File: config.mk
export PLATFORM = sky130hd
export DESIGN_NAME = data_sync_mc
export DESIGN_NICKNAME = d
export VERILOG_FILES = /design/src/rtl/data_sync_pkg.sv /design/src/rtl/data_sync_ch.sv /design/src/rtl/data_sync_mc.sv
export SDC_FILE = /design/constraint.sdc
export NUM_CORES = 1
export LEC_CHECK = 0
export BUFFER_PORTS_ARGS = -buffer_cell sky130_fd_sc_hd__buf_4
export CAP_MARGIN = 5
export CORE_MARGIN = 4
export CORE_UTILIZATION = 30
export CTS_CLUSTER_DIAMETER = 60
export DETAILED_ROUTE_END_ITERATION = 10
export HOLD_SLACK_MARGIN = 0.05
export PLACE_DENSITY = 0.62
export SLEW_MARGIN = 0
export SYNTH_ARGS = -nofsm -noshare
export SYNTH_HDL_FRONTEND = slang
export SYNTH_HIERARCHICAL = 1
export SYNTH_SLANG_ARGS = --single-unit
File: constraint.sdc
create_clock -name CLK -period 1 [get_ports CLK]
set_input_delay 0 -clock CLK [delete_from_list [all_inputs] [get_ports CLK]]
set_output_delay 0 -clock CLK [all_outputs]
set_load 0.005 [all_outputs]
File: src/rtl/data_sync_pkg.sv
// ---------------------------------------------------------------------------
// data_sync_pkg
// Shared constants for the destination-side multi-cycle-path bus synchronizer
// and the matching source-side transmitter.
//   MODE_LEVEL  : the source raises bus_enable; a rising edge is one transfer
//   MODE_TOGGLE : every bus_enable transition is one transfer
// ---------------------------------------------------------------------------
package data_sync_pkg;

  localparam int MODE_LEVEL  = 0;
  localparam int MODE_TOGGLE = 1;

  function automatic bit legal_mode(input int mode);
    return (mode == MODE_LEVEL) || (mode == MODE_TOGGLE);
  endfunction

endpackage

File: src/rtl/data_sync_ch.sv
// ---------------------------------------------------------------------------
// data_sync_ch
// One channel of the bus synchronizer: bus_enable synchronizer chain, event
// detect, holding register with valid/ready, toggle acknowledge and sticky
// overrun flag.
// Ports:
//   CLK, RST       destination clock, asynchronous active-low reset
//   unsync_bus     quasi-static source data (stable around the transfer)
//   bus_enable     source control line, asynchronous to CLK
//   sync_bus       captured data
//   enable_pulse   one-cycle strobe in the cycle new data first appears
//   sync_valid     holding register contains unconsumed data
//   sync_ready     consumer accepts data when sync_valid & sync_ready
//   bus_ack        toggles once per consumed word
//   overrun        sticky: a new word overwrote an unconsumed one
//   overrun_clr    synchronous clear of overrun (a simultaneous set wins)
// ---------------------------------------------------------------------------
module data_sync_ch
  import data_sync_pkg::*;
#(
  parameter int BUS_WIDTH     = 8,
  parameter int NUM_OF_STAGES = 2,
  parameter int MODE          = MODE_LEVEL
) (
  input  logic                 CLK,
  input  logic                 RST,
  input  logic [BUS_WIDTH-1:0] unsync_bus,
  input  logic                 bus_enable,
  output logic [BUS_WIDTH-1:0] sync_bus,
  output logic                 enable_pulse,
  output logic                 sync_valid,
  input  logic                 sync_ready,
  output logic                 bus_ack,
  output logic                 overrun,
  input  logic                 overrun_clr
);

  logic [NUM_OF_STAGES-1:0] sync_reg;
  logic                     edge_reg;
  logic                     event_det;
  logic                     consume;

  assign consume = sync_valid & sync_ready;

  generate
    if (MODE == MODE_TOGGLE) begin : g_toggle
      // After reset the chain and edge flop start at 0 while bus_enable may
      // already be high; that difference is a re-synchronization artefact,
      // not a transfer. Events stay masked until the chain and edge flop have
      // both been filled from the live input (NUM_OF_STAGES+1 edges).
      logic [NUM_OF_STAGES:0] prime_reg;

      always_ff @(posedge CLK or negedge RST) begin
        if (!RST) begin
          prime_reg <= '0;
        end else begin
          prime_reg <= {prime_reg[NUM_OF_STAGES-1:0], 1'b1};
        end
      end

      assign event_det = prime_reg[NUM_OF_STAGES] &
                         (sync_reg[NUM_OF_STAGES-1] ^ edge_reg);
    end else begin : g_level
      assign event_det = sync_reg[NUM_OF_STAGES-1] & ~edge_reg;
    end
  endgenerate

  always_ff @(posedge CLK or negedge RST) begin
    if (!RST) begin
      sync_reg     <= '0;
      edge_reg     <= 1'b0;
      sync_bus     <= '0;
      enable_pulse <= 1'b0;
      sync_valid   <= 1'b0;
      bus_ack      <= 1'b0;
      overrun      <= 1'b0;
    end else begin
      sync_reg     <= {sync_reg[NUM_OF_STAGES-2:0], bus_enable};
      edge_reg     <= sync_reg[NUM_OF_STAGES-1];
      enable_pulse <= event_det;

      if (event_det) begin
        sync_bus <= unsync_bus;
      end

      // A new word keeps valid high even when the old one is consumed on the
      // same edge; the ack below still reports that consumption.
      if (event_det) begin
        sync_valid <= 1'b1;
      end else if (consume) begin
        sync_valid <= 1'b0;
      end

      if (consume) begin
        bus_ack <= ~bus_ack;
      end

      // Overrun only when the previous word is lost: valid and not taken.
      if (event_det && sync_valid && !sync_ready) begin
        overrun <= 1'b1;
      end else if (overrun_clr) begin
        overrun <= 1'b0;
      end
    end
  end

endmodule

File: src/rtl/data_sync_mc.sv
// ---------------------------------------------------------------------------
// data_sync_mc
// Multi-channel destination-side bus synchronizer. NUM_CH independent
// data_sync_ch instances; this level only slices the buses.
// Ports (channel c uses bit c of each control vector and bits
// [c*BUS_WIDTH +: BUS_WIDTH] of each data bus):
//   CLK, RST       destination clock, asynchronous active-low reset
//   unsync_bus     source data, all channels
//   bus_enable     per-channel source control lines
//   sync_bus       captured data, all channels
//   enable_pulse   per-channel one-cycle new-data strobe
//   sync_valid     per-channel unconsumed-data flag
//   sync_ready     per-channel consumer ready
//   bus_ack        per-channel toggle acknowledge to the source domain
//   overrun        per-channel sticky overrun flag
//   overrun_clr    per-channel synchronous overrun clear
// ---------------------------------------------------------------------------
module data_sync_mc
  import data_sync_pkg::*;
#(
  parameter int BUS_WIDTH     = 8,
  parameter int NUM_OF_STAGES = 2,
  parameter int NUM_CH        = 4,
  parameter int MODE          = MODE_LEVEL
) (
  input  logic                        CLK,
  input  logic                        RST,
  input  logic [NUM_CH*BUS_WIDTH-1:0] unsync_bus,
  input  logic [NUM_CH-1:0]           bus_enable,
  output logic [NUM_CH*BUS_WIDTH-1:0] sync_bus,
  output logic [NUM_CH-1:0]           enable_pulse,
  output logic [NUM_CH-1:0]           sync_valid,
  input  logic [NUM_CH-1:0]           sync_ready,
  output logic [NUM_CH-1:0]           bus_ack,
  output logic [NUM_CH-1:0]           overrun,
  input  logic [NUM_CH-1:0]           overrun_clr
);

  generate
    if (NUM_OF_STAGES < 2) begin : g_bad_stages
      $error("data_sync_mc: NUM_OF_STAGES must be >= 2");
    end
    if (NUM_CH < 1) begin : g_bad_num_ch
      $error("data_sync_mc: NUM_CH must be >= 1");
    end
    if (!legal_mode(MODE)) begin : g_bad_mode
      $error("data_sync_mc: MODE must be MODE_LEVEL or MODE_TOGGLE");
    end

    for (genvar gi = 0; gi < NUM_CH; gi++) begin : g_ch
      data_sync_ch #(
        .BUS_WIDTH     (BUS_WIDTH),
        .NUM_OF_STAGES (NUM_OF_STAGES),
        .MODE          (MODE)
      ) u_ch (
        .CLK          (CLK),
        .RST          (RST),
        .unsync_bus   (unsync_bus[gi*BUS_WIDTH +: BUS_WIDTH]),
        .bus_enable   (bus_enable[gi]),
        .sync_bus     (sync_bus[gi*BUS_WIDTH +: BUS_WIDTH]),
        .enable_pulse (enable_pulse[gi]),
        .sync_valid   (sync_valid[gi]),
        .sync_ready   (sync_ready[gi]),
        .bus_ack      (bus_ack[gi]),
        .overrun      (overrun[gi]),
        .overrun_clr  (overrun_clr[gi])
      );
    end
  endgenerate

endmodule

* Word level (Yosys, flattened, before mapping)
Cells that the tools add are included.
** Operators by class
- Reduce and logical (&&, ||, !) cells :: 20
- Bitwise operators :: 16
- Multiplexer cells :: 16
** Operators with widths (count)
- 1-bit 2-to-1 mux :: 16
- 2-bit nonzero test :: 8
- 1-bit bitwise AND :: 8
- 1-bit logical AND :: 8
- 1-bit NOT :: 8
- 1-bit zero test :: 4
** Storage, ports and cells
- Input port bits :: 46
- Register bits after elaboration :: 60
- Output and inout port bits :: 48

* Logic depth before layout (Yosys ltp)
- Depth after elaboration :: 5
- Gate-level depth with buffers :: 3
- Gate-level depth less buffers :: 3

* Cells and area by module
The synthesis kept the hierarchy.
** By module, submodules not included
- data_sync_ch :: times used 4, sequential area each 375.4 um^2, area an instance 550.5 um^2, cells each 31

* Worst setup path after synthesis
OpenSTA, ideal clock, no wires.
- Path kind :: reg2reg
- Start :: register g_ch[0].u_ch.edge_reg
- End :: register g_ch[0].u_ch.sync_bus[0]
- Setup slack :: -12 ps
- Path buffers :: 0
- Setup time :: 125 ps
- Required time :: 875 ps
- Stages on the path, launching flop included :: 4
- Arrival time :: 887 ps
- Clock period less this slack :: 1012 ps
- Cells stage by stage :: dfrtp_1 nand2b_4 inv_6 mux2_4
** On the way
- Word-level cells in the longest chain between the ends :: 2
** Ends and longest elaborated chain
- start, declared :: RTL line data_sync_ch.sv:39 : logic edge_reg;
- start signal, assigned :: RTL line data_sync_ch.sv:79 : edge_reg <= sync_reg[NUM_OF_STAGES-1];
- 1-bit NOT :: RTL line data_sync_ch.sv:64 : assign event_det = sync_reg[NUM_OF_STAGES-1] & ~edge_reg;
- 1-bit bitwise AND :: RTL line data_sync_ch.sv:64
- via g_ch[0].u_ch.event_det :: RTL line data_sync_ch.sv:40 : logic event_det;
- end signal, assigned :: RTL line data_sync_ch.sv:83 : sync_bus <= unsync_bus;
- end, declared :: RTL line data_sync_ch.sv:29 : output logic [BUS_WIDTH-1:0] sync_bus,
The timed path passes the listed nets, and every way through them passes these cells.
A chain may end at the register's enable or synchronous reset.

* Worst setup path after layout
- Start :: register g_ch[1].u_ch.edge_reg
- End :: register g_ch[1].u_ch.sync_bus[3]
** On the way
- Word-level cells in the longest chain between the ends :: 2
** Ends and longest elaborated chain (RTL line)
- start, declared :: data_sync_ch.sv:39
- start signal, assigned :: data_sync_ch.sv:79
- 1-bit NOT :: data_sync_ch.sv:64
- 1-bit bitwise AND :: data_sync_ch.sv:64
- via g_ch[1].u_ch.event_det :: data_sync_ch.sv:40
- end signal, assigned :: data_sync_ch.sv:83
- end, declared :: data_sync_ch.sv:29
The timed path passes the listed nets, and every way through them passes these cells.

==> impl_metrics.toml <==
[placed_design]
numPortBuffers = 93
place_hpwl_microns = 3300
gp_congestion = 0.672
dpl_cell_area_sq_um = 3080
place_inst = 318

[job]
cap_violations = 0

[clock_tree]
clk_path_buf_depth = 2
cts_buffers = 9
cts-root-buf = "clkbuf_8"
h-tree-depth = 3
clk_pin_slew_ns = 0.06
clk_latency_ns = 0.32
cts_sinks = 60
cts_tree = "done"

[cells_and_area]
syn2layout_area_growth_pct = 70.3
nets = 330
n_antenna_cell = 0
design_area_sq_um = 3750
final_util_pct = 54.0
regArea_sq_um = 1500
fin_cells = 383
multi_input_area_sq_um = 663
drive_gt1_share_pct = 55.4
largest_reg_flops = 32
nFillCells = 559

[sta]
hold_viol_final = 0
finalCriticalPeriod_ns = 1.05
rsz0062_at_grt = "yes"
timing.setup.tns_ns = -0.964
setup_ws_ns = -0.0470
post-route-period-util_pct = 105
setup_viol = 32
tightestPinTransition_ns = 0.298
drv_slew = 0
relSlewSlack_pct = 80.1
finClkSkew_ns = 0.00525
max_freq_mhz = 955

[die]
die_w_microns = 93.7
dieHeight_microns = 93.7
fp.coreArea_sq_um = 6940
rows = 30
start_util_pct = 31.7
ios = 94
die_area_sq_um = 8780

[critical_path]
path_class = "reg2reg"
critPathMaxFanout = 5
crit_chain = "nand2b_4 > inv_8 > mux2_4"
critPathBufInv = 1
crit_required_ns = 1.21
cp_slowest_cell = "dfrtp_1"
critPathMaxStageDelay_ns = 0.36
critPathLaunchType = "flip-flop"
cp_top_family = "flip-flops"
critPathCaptureType = "flip-flop"
cp.arrival_ns = 1.25

[routing]
vias = 1561
finalWirelength_microns = 5320
firstDrtPassIters = 4
drt_iter0_markers = 16
vias_per_cell = 4.08
drcViolationCount = 0
wl_per_cell_microns = 13.9
final_antenna_net_count = 0

[global_routing]
grt_pass1_wl_microns = 8340
grt_antenna_before_repair = 0
first_global_vias = 1713
grt_use_total_pct = 12.6
overflow = 0
grt_start_max_net_pins = 40

[yosys]
synth_seq_cells = 60
synthXorXnorAreaFrac_pct = 1.59
synth-simple-area-share_pct = 5.00
synth_compound_area_share_pct = 1.14
syn_inst = 124
ys_warn_count = 6
avgSynthCellArea_sq_um = 17.8
seq_area_frac_synth_pct = 68.2
synthesis.nets = 170
synth_fa_ha_area_share_pct = 0
synth_area_sq_um = 2200
synth_top_family_by_area = "multiplexers"
synth_cell_types = 9
synth_mux_area_share_pct = 21.8

[power_and_ir_drop]
p_per_area_nw_per_um2 = 1640
power.leakage_nw = 1.86
p_total_mw = 6.14
ir_drop_mv = 1.00

[status]
failed_checks = "setup timing"
status = "finished with violations"

[hold_path]
hold_class = "in2async"
[through the flow]
| step | worst slack [ns] | hold slack [ns] |
|---|---|---|
| after CTS | -0.0472 | 0.0998 |
| after global routing | -0.0812 | 0.138 |
| after floorplan | -0.00369 | -0.296 |
| after detailed placement | -0.0396 | -0.0887 |
| after global placement | -0.0321 | -0.0913 |
| final | -0.0470 | 0.116 |
[Yosys cell counts, drive strengths merged]
library cell | number | area (sq um)
dfrtp | 60 | 1500
mux2 | 32 | 480
inv | 8 | 50.0
nand2 | 8 | 30.0
nand2b | 8 | 80.1
o22ai | 4 | 25.0
xnor2 | 4 | 35.0
[layout make-up]
type | count | area share [%]
flip-flops and latches | 60 | 40.0
repair buffers | 146 | 32.6
multi-input cells | 56 | 17.7
clock buffers | 11 | 3.77
well taps | 96 | 3.20
inverters | 8 | 1.73
repair inverters | 3 | 0.634
clock inverters | 3 | 0.400
[worst register-to-register path, delay by kind of cell (launching register included)]
kind | cells | cell delay [ns]
muxes | 1 | 0.30
and+or+nand+nor | 1 | 0.18
DFF | 1 | 0.36
buffers and inverters | 1 | 0.09
[logic make-up (layout without fill, tap and decap cells)]
group / after synthesis / in the layout
flops: 60 / 60
xor+xnor: 4 / 4
compound gates: 4 / 4
simple gates: 16 / 16
mux: 32 / 32
buf+inv: 8 / 171
[metal layers]
| layer | track usage, % | routed length [microns] | vias to the layer above |
|---|---|---|---|
| li1 | - | - | 739 |
| met1 | 14.1 | 2190 | 758 |
| met2 | 21.7 | 2750 | 60 |
| met3 | 5.05 | 332 | 4 |
| met4 | 4.69 | 39 | 0 |
| met5 | 0 | 0 | - |
[power by group]
group | internal, mW | total, mW | switching [mW]
sequential | 2.76 | 2.98 | 0.214
combinational | 0.968 | 1.40 | 0.432
clock | 0.925 | 1.76 | 0.838
total | 4.66 | 6.14 | 1.48
[cell usage in the layout (no fill, tap or decap)]
master	instances
buf_12	1
buf_4	100
clkbuf_1	1
clkbuf_8	10
clkinv_2	3
clkinv_8	1
dfrtp_1	60
dlygate4sd3_1	45
inv_1	4
inv_4	1
inv_6	2
inv_8	3
mux2_4	32
nand2_1	8
nand2b_1	4
nand2b_4	4
o22ai_1	2
o22ai_2	2
xnor2_1	4
[worst paths after layout]
check,startpoint,to,slack (ns),depth (start not counted)
setup / recovery,g_ch[1].u_ch/edge_reg,g_ch[1].u_ch/sync_bus[3],-0.05,3
hold / removal,RST,g_ch[2].u_ch/sync_bus[6],0.12,2
setup reg to reg,g_ch[1].u_ch/edge_reg,g_ch[1].u_ch/sync_bus[3],-0.05,3
hold reg to reg,g_ch[1].u_ch/sync_reg[0],g_ch[1].u_ch/sync_reg[1],0.35,0
max in group asynchronous,RST,g_ch[3].u_ch/edge_reg,0.39,3
min in group CLK,bus_enable[1],g_ch[1].u_ch/sync_reg[0],0.33,2
[repair_timing]
action                     CTS  global route
gates resized for setup      0             5
buffers inserted             3             0
hold endpoints to repair   108             0
hold buffers                45             0
setup endpoints to repair   32            34
gates cloned                 3             0
Power figures use the tool's default switching activity.
